### src/rtl/jtframe_objdraw.sv
// Object line drawer: fetches four 16-bit ROM words (16 pixels at 4bpp) for
// one sprite row and writes the non-transparent ones into a line buffer.
//
// ROM handshake: rom_cs is held high with rom_addr stable until a rom_ok is
// accepted. The first cycle of each fetch is a settle cycle in which rom_ok
// is ignored. This covers a registered address mux upstream and an ok that
// still belongs to the previous address. The word is accepted on the first
// later cycle with rom_ok=1.
module jtframe_objdraw #(
    parameter int AW   = 13,
    parameter int PALW = 4,
    localparam int CW  = AW - 6
) (
    input  logic            clk,
    input  logic            rst,
    input  logic            start,
    input  logic [CW-1:0]   code,
    input  logic [3:0]      vrow,
    input  logic [8:0]      xpos,
    input  logic            hflip,
    input  logic [PALW-1:0] pal,
    output logic            busy,
    output logic [AW-1:0]   rom_addr,
    output logic            rom_cs,
    input  logic [15:0]     rom_data,
    input  logic            rom_ok,
    output logic            buf_we,
    output logic [8:0]      buf_addr,
    output logic [PALW+3:0] buf_data,
    output logic [1:0]      dbg_state
);

    typedef enum logic [1:0] {S_IDLE, S_FETCH, S_DRAW} state_t;

    state_t          r_state;
    logic [CW-1:0]   r_code;
    logic [3:0]      r_vrow;
    logic            r_hflip;
    logic [PALW-1:0] r_pal;
    logic [8:0]      r_px;
    logic [1:0]      r_w;
    logic [1:0]      r_wcnt;
    logic [1:0]      r_cnt;
    logic            r_settle;
    logic [15:0]     r_shift;

    logic [15:0]     w_src;
    logic [3:0]      w_nib;
    logic [15:0]     w_next_shift;
    logic [1:0]      w_next_w;

    assign dbg_state = r_state;

    // The first pixel of a word comes straight from rom_data on the capture
    // cycle. Later pixels come from the shift register.
    always_comb begin
        w_src        = (r_state == S_FETCH) ? rom_data : r_shift;
        w_nib        = r_hflip ? w_src[3:0] : w_src[15:12];
        w_next_shift = r_hflip ? {4'd0, w_src[15:4]} : {w_src[11:0], 4'd0};
        w_next_w     = r_hflip ? (r_w - 2'd1) : (r_w + 2'd1);
    end

    // Main FSM. All outputs are registered. buf_we pulses only for pixels
    // that are emitted.
    always_ff @(posedge clk or posedge rst) begin
        if (rst) begin
            r_state  <= S_IDLE;
            r_code   <= '0;
            r_vrow   <= '0;
            r_hflip  <= 1'b0;
            r_pal    <= '0;
            r_px     <= '0;
            r_w      <= '0;
            r_wcnt   <= '0;
            r_cnt    <= '0;
            r_settle <= 1'b0;
            r_shift  <= '0;
            busy     <= 1'b0;
            rom_addr <= '0;
            rom_cs   <= 1'b0;
            buf_we   <= 1'b0;
            buf_addr <= '0;
            buf_data <= '0;
        end else begin
            buf_we <= 1'b0;
            case (r_state)
                S_IDLE: begin
                    if (start) begin
                        r_code   <= code;
                        r_vrow   <= vrow;
                        r_hflip  <= hflip;
                        r_pal    <= pal;
                        r_px     <= xpos;
                        r_w      <= hflip ? 2'd3 : 2'd0;
                        r_wcnt   <= 2'd0;
                        r_settle <= 1'b1;
                        rom_addr <= {code, vrow, (hflip ? 2'd3 : 2'd0)};
                        rom_cs   <= 1'b1;
                        busy     <= 1'b1;
                        r_state  <= S_FETCH;
                    end
                end
                S_FETCH: begin
                    if (r_settle) begin
                        r_settle <= 1'b0;
                    end else if (rom_ok) begin
                        rom_cs   <= 1'b0;
                        r_shift  <= w_next_shift;
                        buf_addr <= r_px;
                        buf_data <= {r_pal, w_nib};
                        buf_we   <= (w_nib != 4'd0);
                        r_px     <= r_px + 9'd1;
                        r_cnt    <= 2'd0;
                        r_state  <= S_DRAW;
                    end
                end
                S_DRAW: begin
                    if (r_cnt == 2'd3) begin
                        if (r_wcnt == 2'd3) begin
                            busy    <= 1'b0;
                            r_state <= S_IDLE;
                        end else begin
                            r_w      <= w_next_w;
                            r_wcnt   <= r_wcnt + 2'd1;
                            rom_addr <= {r_code, r_vrow, w_next_w};
                            rom_cs   <= 1'b1;
                            r_settle <= 1'b1;
                            r_state  <= S_FETCH;
                        end
                    end else begin
                        r_shift  <= w_next_shift;
                        buf_addr <= r_px;
                        buf_data <= {r_pal, w_nib};
                        buf_we   <= (w_nib != 4'd0);
                        r_px     <= r_px + 9'd1;
                        r_cnt    <= r_cnt + 2'd1;
                    end
                end
                default: r_state <= S_IDLE;
            endcase
        end
    end

endmodule

### config.mk
export PLATFORM = sky130hd
export DESIGN_NAME = jtframe_objdraw
export DESIGN_NICKNAME = d
export VERILOG_FILES = /design/src/rtl/jtframe_objdraw.sv
export SDC_FILE = /design/constraint.sdc
export NUM_CORES = 1
export LEC_CHECK = 0
export ABC_AREA = 1
export BUFFER_PORTS_ARGS = -buffer_cell sky130_fd_sc_hd__buf_4
export CORE_MARGIN = 2
export CORE_UTILIZATION = 50
export CTS_CLUSTER_DIAMETER = 60
export DETAILED_ROUTE_END_ITERATION = 10
export PLACE_DENSITY = 0.79
export SLEW_MARGIN = 30
export SYNTH_ARGS = -nofsm -noshare
export SYNTH_HDL_FRONTEND = slang
export SYNTH_SLANG_ARGS = --single-unit
### constraint.sdc
create_clock -name clk -period 2.9 [get_ports clk]
set_input_delay 0.435 -clock clk [delete_from_list [all_inputs] [get_ports clk]]
set_output_delay 0.435 -clock clk [all_outputs]
set_load 0.01 [all_outputs]
; ---- After elaboration in Yosys (flattened, before gate mapping)
; Index checks and enable logic that the tools add are counted.
[totals]
word_cells = 104
out_inout_bits = 35
ff_bits = 83
[op_classes]
reduce_logical = 13
mux = 58
n_addsub = 5
eq_ne = 11
[ops]
columns = cell, n
row1 = 16-bit 2-to-1 mux, 5
row2 = 9-bit 2-to-1 mux, 7
row3 = 13-bit 2-to-1 mux, 3
row4 = 16-bit one-hot mux with 2 select lines, 1
row5 = 2-bit 2-to-1 mux, 15
row6 = 9-bit one-hot mux with 3 select lines, 1
row7 = 13-bit one-hot mux with 2 select lines, 1
row8 = 8-bit 2-to-1 mux, 3
row9 = 4-bit AND reduction, 5
row10 = 9-bit one-hot mux with 2 select lines, 1
row11 = 8-bit one-hot mux with 2 select lines, 1
row12 = 2-bit inequality test (second input constant), 7
row13 = 2-bit one-hot mux with 2 select lines, 3
row14 = 1-bit 2-to-1 mux, 11
row15 = 9-bit by 1-bit adder with 9-bit output (second input constant), 1
row16 = 2-bit by 1-bit adder with 2-bit output (second input constant), 3
row17 = 2-bit equality test (second input constant), 3
row18 = 1-bit one-hot mux with 3 select lines, 2
row19 = 2-bit one-hot mux with 3 select lines, 1
row20 = 6-bit AND reduction, 1
row21 = 5-bit AND reduction, 1
row22 = 4-bit 2-to-1 mux, 1
row23 = 1-bit one-hot mux with 2 select lines, 2
row24 = 2-bit nonzero test, 2
row25 = other kinds (6), 6

; ---- Logic depth before layout (Yosys ltp)
; Gate-level depths: netlist of the first run.
[logic_depth]
ltp_word = 7
ltp_mapped = 10
depth_no_buf = 9

; ---- Worst setup path after synthesis of the first run
; No wires, ideal clock.
[synth_timing]
kind = reg-to-reg
start = register r_state[1], in the netlist dbg_state[1]
end = register r_cnt[1]
slack_ns = 1.281
required_ns = 2.782
stages_incl_launch_ff = 11
setup_ns = 0.118
arrival_ns = 1.502
path_buffers = 3
path_cell_list = dfrtp_1 -> inv_1 -> ha_1 -> buf_4 -> inv_4 -> a21oi_4 -> nor2_2 -> buf_6 -> buf_6 -> nand3_1 -> nand2_1
[synth_between]
elab_chain_cells = 3
word_cells_on_any_way = 8
[synth_lines]
columns = item, line_no
row1 = from (decl), 35  ; state_t r_state;
row2 = from (signal assigned), 67  ; r_state <= S_IDLE;
row3 = from (signal assigned), 100  ; r_state <= S_FETCH;
row4 = from (signal assigned), 114  ; r_state <= S_DRAW;
row5 = 2-bit equality test / 2-bit by 1-bit equality test with 1-bit output (equally long branches), 86  ; case (r_state)
row6 = 2-bit inequality test (no line) / 2-bit nonzero test (equally long branches), --
row7 = 4-bit AND reduction (no line), --
row8 = to (signal assigned), 136  ; r_cnt <= r_cnt + 2'd1;
row9 = to (decl), 43  ; logic [1:0] r_cnt;
; Several ways; a longest one is shown, not always the timed one.
; A chain may end at the register's enable or synchronous reset.

; ---- Worst setup path in the final report of the first run
[layout_timing]
start = register r_state[1], in the netlist dbg_state[1]
end = register buf_addr[7]
[layout_between]
elab_chain_cells = 3
word_cells_on_any_way = 8
[layout_lines]
columns = item, line_no
row1 = 2-bit equality test / 2-bit by 1-bit equality test with 1-bit output (equally long branches), 86
row2 = 2-bit inequality test (no line) / 2-bit nonzero test (equally long branches), --
row3 = 4-bit AND reduction (no line), --
row4 = to (signal assigned), 109  ; buf_addr <= r_px;
row5 = to (signal assigned), 132  ; buf_addr <= r_px;
row6 = to (decl), 28  ; output logic [8:0] buf_addr,
; Several ways; a longest one is shown, not always the timed one.

==> metrics.cfg, run 1 <==
[sta]
setup_viol = 0
rsz0062_at_grt = no
slew_violations = 0
finalSetupTns_ns = 0
period_share = 0.816
worst_pin_slew_ns = 0.767
fmax_mhz = 423
final-hold-violation-count = 0
worst_clock_skew_ns = 0.0158
slew_headroom = 0.488
period_minus_slack_ns = 2.37

[layout]
fillers = 713
final_nets = 660
finalInstanceArea_um2 = 4930
drive_above_1_share = 0.209
areaGrowthSynthToFinish_pct = 20.9
diodes = 0

[global_routing]
grt_overflow = 0
antenna_found_initial = 0
grt_max_degree = 52
grt_pass1_vias = 3471
track_usage = 0.220
grt_pass1_wl_mm = 15.4

[clock_network]
cts_resized = 0
cts_hold_buf = 0
cts_sinks = 81
root_buffer = clkbuf_8
post-cts-setup-buffers = 0
insertion_delay_ns = 0.37
h-tree-depth = 3
cts_buffer_depth = 2
cts_tree = yes
path_clk_slew_ns = 0.09
numCtsBuffers = 9

[die]
die_h_um = 94.3
rows = 32
pin_count = 80
dieArea_um2 = 8890
die_x_um = 94.3
fp.coreArea_um2 = 7810
initial_core_util = 0.522

[critical_path]
crit_required_ns = 3.15
critical_path.endpoint_type = register
critPathTopFamily = buffers and inverters
path_class = register to register
crit_arrival_ns = 2.61
slowest_delay_ns = 0.60
start_kind = register
path_cells = inv_1 > ha_1 > inv_4 > a21oi_4 > nor2_2 > inv_2 > buf_4 > o21ai_0
slowest_stage = nor2_2
worst-r2r-setup-slack_ns = 0.53
path_max_fanout = 51
path_buf_inv = 4

[routing]
drc = 0
viasPerCell = 5.08
first_pass_iters = 7
drtIter0Drc = 180
routed_wl_mm = 9.21
final_antenna_net_count = 0
wl_per_cell_um = 12.9
vias = 3630

[synth]
synthTopCellsByCount = nand2_1 (212), dfrtp_1 (81), o21ai_0 (54)
synth_warnings = 0
synth_edf_count = 0
syn_inst = 533
yosysTopAreaCell = dfrtp_1
ys_seq_area_frac = 0.497
ys_top_cells_by_area = dfrtp_1 (50%), nand2_1 (20%), o21ai_0 (6.6%), nand3_1 (5.0%), inv_1 (3.4%)
ys.flop_type = dfrtp_1
syn_area_um2 = 4080
yosysUniqueCellTypes = 29
post-synth-top-count-cell = nand2_1
synth_nets = 585
async_reset_ff_frac = 1.00
ys_ff_latch = 81
yosysTopAreaCellShare = 0.497
syn_avg_cell_area_um2 = 7.65

[flow_run]
drv_cap = 0

[power_and_ir_drop]
clock_power_share = 0.146
swShare = 0.451
p_int_mw = 3.23
p_leak_nw = 2.62
p_per_area_nw_per_um2 = 1190
p_sw_mw = 2.65
combPwrFrac = 0.510
ir_drop_mv = 0.494
seq_power_share = 0.344

[place]
numPortBuffers = 79
hpwl_mm = 6.65
place.gp.congestion = 0.887
dpl-instance-area_um2 = 4720

[worst_hold_path]
hp-class = primary input to asynchronous set/reset pin

[status]
status = completed

[per-stage QoR]
| step | setup WS [ns] | hold WS [ns] | util | cells | total power, mW |
|---|---|---|---|---|---|
| floorplan | 0.385 | 0.441 | - | 533 | 4.19 |
| global placement | 0.757 | 0.456 | 0.605 | 699 | 4.89 |
| detailed placement | 0.575 | 0.458 | 0.605 | 699 | 5.05 |
| CTS | 0.560 | 0.0799 | 0.631 | 715 | 5.92 |
| global route | 0.275 | 0.0953 | 0.631 | 715 | 6.43 |
| finish | 0.535 | 0.0691 | 0.631 | 715 | 5.88 |
[path summary, 6_finish.rpt]
| check | startpoint | depth (start not counted) | end |
|---|---|---|---|
| worst min-delay path | rst | 2 | buf_addr[4] |
| worst max register to register | dbg_state[1] | 8 | buf_addr[7] |
| worst max-delay path | dbg_state[1] | 8 | buf_addr[7] |
| max in group asynchronous | rst | 3 | r_shift[11] |
| worst min register to register | rom_addr[8] | 2 | rom_addr[8] |
| min in group clk | pal[0] | 3 | r_pal[0] |
[layer usage]
metal  part of all wire  GRT usage
met5                  0          0
met4              0.018     0.0845
met3              0.062     0.0554
met2               0.48      0.357
met1               0.44      0.282
[state kept, by name, indices dropped and copies added (netlist names)]
name	count
buf_addr	9
buf_data	8
buf_we	1
busy	1
dbg_state	2
r_cnt	2
r_code	7
r_hflip	1
r_pal	4
r_px	9
r_settle	1
r_shift	16
r_vrow	4
r_wcnt	2
rom_addr	13
rom_cs	1
[cell families after synthesis]
group,after synthesis,synth area share
flip-flops,81,0.497
XOR/XNOR,2,0.00430
adder cells (fa/ha/maj),7,0.0215
multiplexers,1,0.00246
AO/OA/AOI/OAI,67,0.0859
AND/OR/NAND/NOR,309,0.315
buffers and inverters,66,0.0740
[power by group through the flow]
stage	logic (mW)	clock network [mW]	registers [mW]
global route	3.43	0.925	2.08
floorplan	2.14	0	2.06
global placement	2.88	0	2.01
finish	3.00	0.862	2.02
detailed placement	3.01	0	2.04
CTS	3.02	0.879	2.02
[final cells by class]
type | count | area, um^2 | area share
well taps | 102 | 128 | 0.0259
clock inverters | 7 | 82.6 | 0.0168
inverters | 43 | 165 | 0.0335
repair buffers | 87 | 653 | 0.132
clock buffers | 9 | 124 | 0.0251
flip-flops and latches | 81 | 2030 | 0.411
multi-input cells | 386 | 1750 | 0.355
[placed cells by master, fill, tap and decap left out, types with 2 or more instances in the layout]
master      count
clkinvlp_4      2
nor2_1         34
nor3_1          5
a21oi_1         6
dfrtp_1        81
or2_2          10
inv_2           4
inv_6           3
inv_1          36
ha_1            7
nand3_2         2
nand3_1        41
o21ai_0        54
nand2_2         3
clkbuf_8        9
o21ai_1         4
buf_4          87
nand2_1       211
(Power assumes the default switching activity.)
==> run 2, diff against run 1 <==
--- a/config.mk
+++ b/config.mk
@@ -5,13 +5,13 @@
 export SDC_FILE = /design/constraint.sdc
 export NUM_CORES = 1
 export LEC_CHECK = 0
-export ABC_AREA = 1
+export ABC_AREA = 0
 export BUFFER_PORTS_ARGS = -buffer_cell sky130_fd_sc_hd__buf_4
 export CORE_MARGIN = 2
 export CORE_UTILIZATION = 50
 export CTS_CLUSTER_DIAMETER = 60
 export DETAILED_ROUTE_END_ITERATION = 10
-export PLACE_DENSITY = 0.79
+export PLACE_DENSITY = 0.8
 export SLEW_MARGIN = 30
 export SYNTH_ARGS = -nofsm -noshare
 export SYNTH_HDL_FRONTEND = slang
==> constraint.sdc (replaced) <==
create_clock -name clk -period 2.3 [get_ports clk]
set_input_delay 0.345 -clock clk [delete_from_list [all_inputs] [get_ports clk]]
set_output_delay 0.345 -clock clk [all_outputs]
set_load 0.01 [all_outputs]
==> run 2 against run 1 <==
  * Global-route usage is 0.65 points lower
  * Non-clock buffer count up 2
  * Combinational power grew 17%
  * Total power rose by 23%
  * Register-to-register slack worse by 0.37 ns
  * Sequential share of layout area rose by 0.12 points
  * Largest cell class unchanged
  * Largest power group unchanged
  * Highest routed layer unchanged
==> metrics.cfg, run 2 <==
[status]
status = completed

[synth]
async_reset_ff_frac = 1.00
synth_warnings = 0
yosysTopAreaCell = dfrtp_1
syn_avg_cell_area_um2 = 11.1
synth_fa_ha_area_frac = 0.0219
synthTopCellsByCount = dfrtp_1 (81), nand2_1 (50), o21ai_0 (29)
syn_inst = 361
ys_seq_area_frac = 0.508
yosys.area_share.simple = 0.114
syn_area_um2 = 3990
yosysUniqueCellTypes = 46
synth_top_family_by_area = multiplexers
ys_ff_latch = 81
post-synth-top-count-cell = dfrtp_1
synth_nets = 413
ys.flop_type = dfrtp_1
ys_top_cells_by_area = dfrtp_1 (51%), mux2_2 (7.1%), mux2i_1 (6.3%), nand2_1 (4.7%), mux2_4 (4.5%)
synth_compound_area_frac = 0.138
synth_xor_xnor_area_share = 0.00219
synth_edf_count = 0
synth_mux_area_frac = 0.178
yosysTopAreaCellShare = 0.508

[clock_network]
root_buffer = clkbuf_8
cts_sinks = 81
post-cts-setup-buffers = 0
cts_resized = 0
numCtsBuffers = 9
insertion_delay_ns = 0.36
cts_hold_buf = 0
cts_buffer_depth = 2
h-tree-depth = 3
path_clk_slew_ns = 0.09
cts_tree = yes

[sta]
rsz0062_at_grt = no
fmax_mhz = 468
period_minus_slack_ns = 2.14
period_share = 0.929
finalSetupTns_ns = 0
worst_pin_slew_ns = 0.723
worst_clock_skew_ns = 0.0114
slew_violations = 0
setup_viol = 0
final-hold-violation-count = 0
slew_headroom = 0.518

[die]
pin_count = 80
dieArea_um2 = 8710
rows = 32
die_x_um = 93.3
fp.coreArea_um2 = 7730
die_h_um = 93.3
initial_core_util = 0.517

[power_and_ir_drop]
clock_power_share = 0.159
p_sw_mw = 2.76
seq_power_share = 0.356
p_per_area_nw_per_um2 = 1480
total_power_mw = 7.26
combPwrFrac = 0.485
p_int_mw = 4.50
p_leak_nw = 2.27
swShare = 0.380
ir_drop_mv = 0.692

[place]
dp.cells = 532
hpwl_mm = 6.10
numPortBuffers = 79
place.gp.congestion = 0.879

[routing]
drc = 0
first_pass_iters = 4
viasPerCell = 5.47
drtIter0Drc = 162
wl_per_cell_um = 15.3
routed_wl_mm = 8.41
vias = 3000
final_antenna_net_count = 0

[critical_path]
path_max_fanout = 51
path_class = register to register
crit_required_ns = 2.54
start_kind = register
crit_arrival_ns = 2.38
critical_path.endpoint_type = register

[flow_run]
drv_cap = 0

[global_routing]
grt_max_degree = 52
grt_pass1_vias = 3049
track_usage = 0.213
grt_overflow = 0
grt_pass1_wl_mm = 14.6
antenna_found_initial = 0

[layout]
drive_above_1_share = 0.343
largest_reg_flops = 16
post-route-util = 0.636
layout.cells.non_filler = 548
final_common_cell = buf_4
regMostFlops = r_shift
final_nets = 493
areaGrowthSynthToFinish_pct = 23.2
fillers = 655
layout_common_cells = buf_4 (87), dfrtp_1 (81), nand2_1 (50)
seqCellArea_um2 = 2030
diodes = 0
multi_input_area_um2 = 1820
largest_registers = r_shift: 16 flops, rom_addr: 13 flops

[worst_hold_path]
hp-class = primary input to asynchronous set/reset pin

-- run 2: cells by family after synthesis --
| group | Yosys count |
|---|---|
| compound gates | 87 |
| xor+xnor | 1 |
| fa+ha+maj | 7 |
| buf+inv | 28 |
| flops | 81 |
| mux | 62 |
| simple gates | 95 |
-- run 2: metal layers --
layer,GRT usage,part of all wire,vias up
met5,0,0,-
met4,0.0711,0.011,0
met3,0.0524,0.060,13
met2,0.353,0.49,84
met1,0.274,0.44,1463
li1,-,-,1440
-- run 2: area by class of cell --
class / instances / area share
clock buffer: 10 / 0.0260
sequential: 81 / 0.412
inverter: 8 / 0.00687
tap: 102 / 0.0260
multi-input combinational: 252 / 0.369
timing repair buffer: 89 / 0.141
clock inverter: 6 / 0.0186
-- run 2: worst max-delay path, cell delays in order (launching register included) --
cell     delay, ns
dfrtp_1       0.42
inv_1         0.08
ha_1          0.26
and2_1        0.24
a211o_4       0.55
and2_1        0.26
a31o_2        0.20
-- run 2: final timing paths --
check	startpoint	end	slack [ns]	cells after the start
max in group asynchronous	rst	buf_addr[0]	1.63	3
setup / recovery	dbg_state[0]	r_shift[6]	0.16	6
min in group clk	pal[0]	r_pal[0]	0.21	2
hold reg to reg	buf_data[3]	buf_data[3]	0.48	2
hold / removal	rst	buf_data[4]	0.06	2
setup reg to reg	dbg_state[0]	r_shift[6]	0.16	6
-- run 2: power groups by stage --
stage                     registers (mW)  logic [mW]  clock network [mW]
after floorplan                     2.58        2.51                   0
after global placement              2.57        3.43                   0
after detailed placement            2.61        3.54                   0
after CTS                           2.59        3.55                1.18
after global routing                2.68        3.91                1.23
final                               2.58        3.52                1.15
-- run 2: per-stage QoR --
| stage | cell area [um^2] | setup slack, ns | hold WS, ns |
|---|---|---|---|
| 6_report | 4920 | 0.164 | 0.0574 |
| 5_1_grt | 4920 | 0.0416 | 0.101 |
| 4_1_cts | 4920 | 0.164 | 0.0657 |
| 3_5_place_dp | 4700 | 0.173 | 0.464 |
| 3_3_place_gp | 4700 | 0.244 | 0.458 |
| 2_1_floorplan | 4000 | 0.384 | 0.445 |
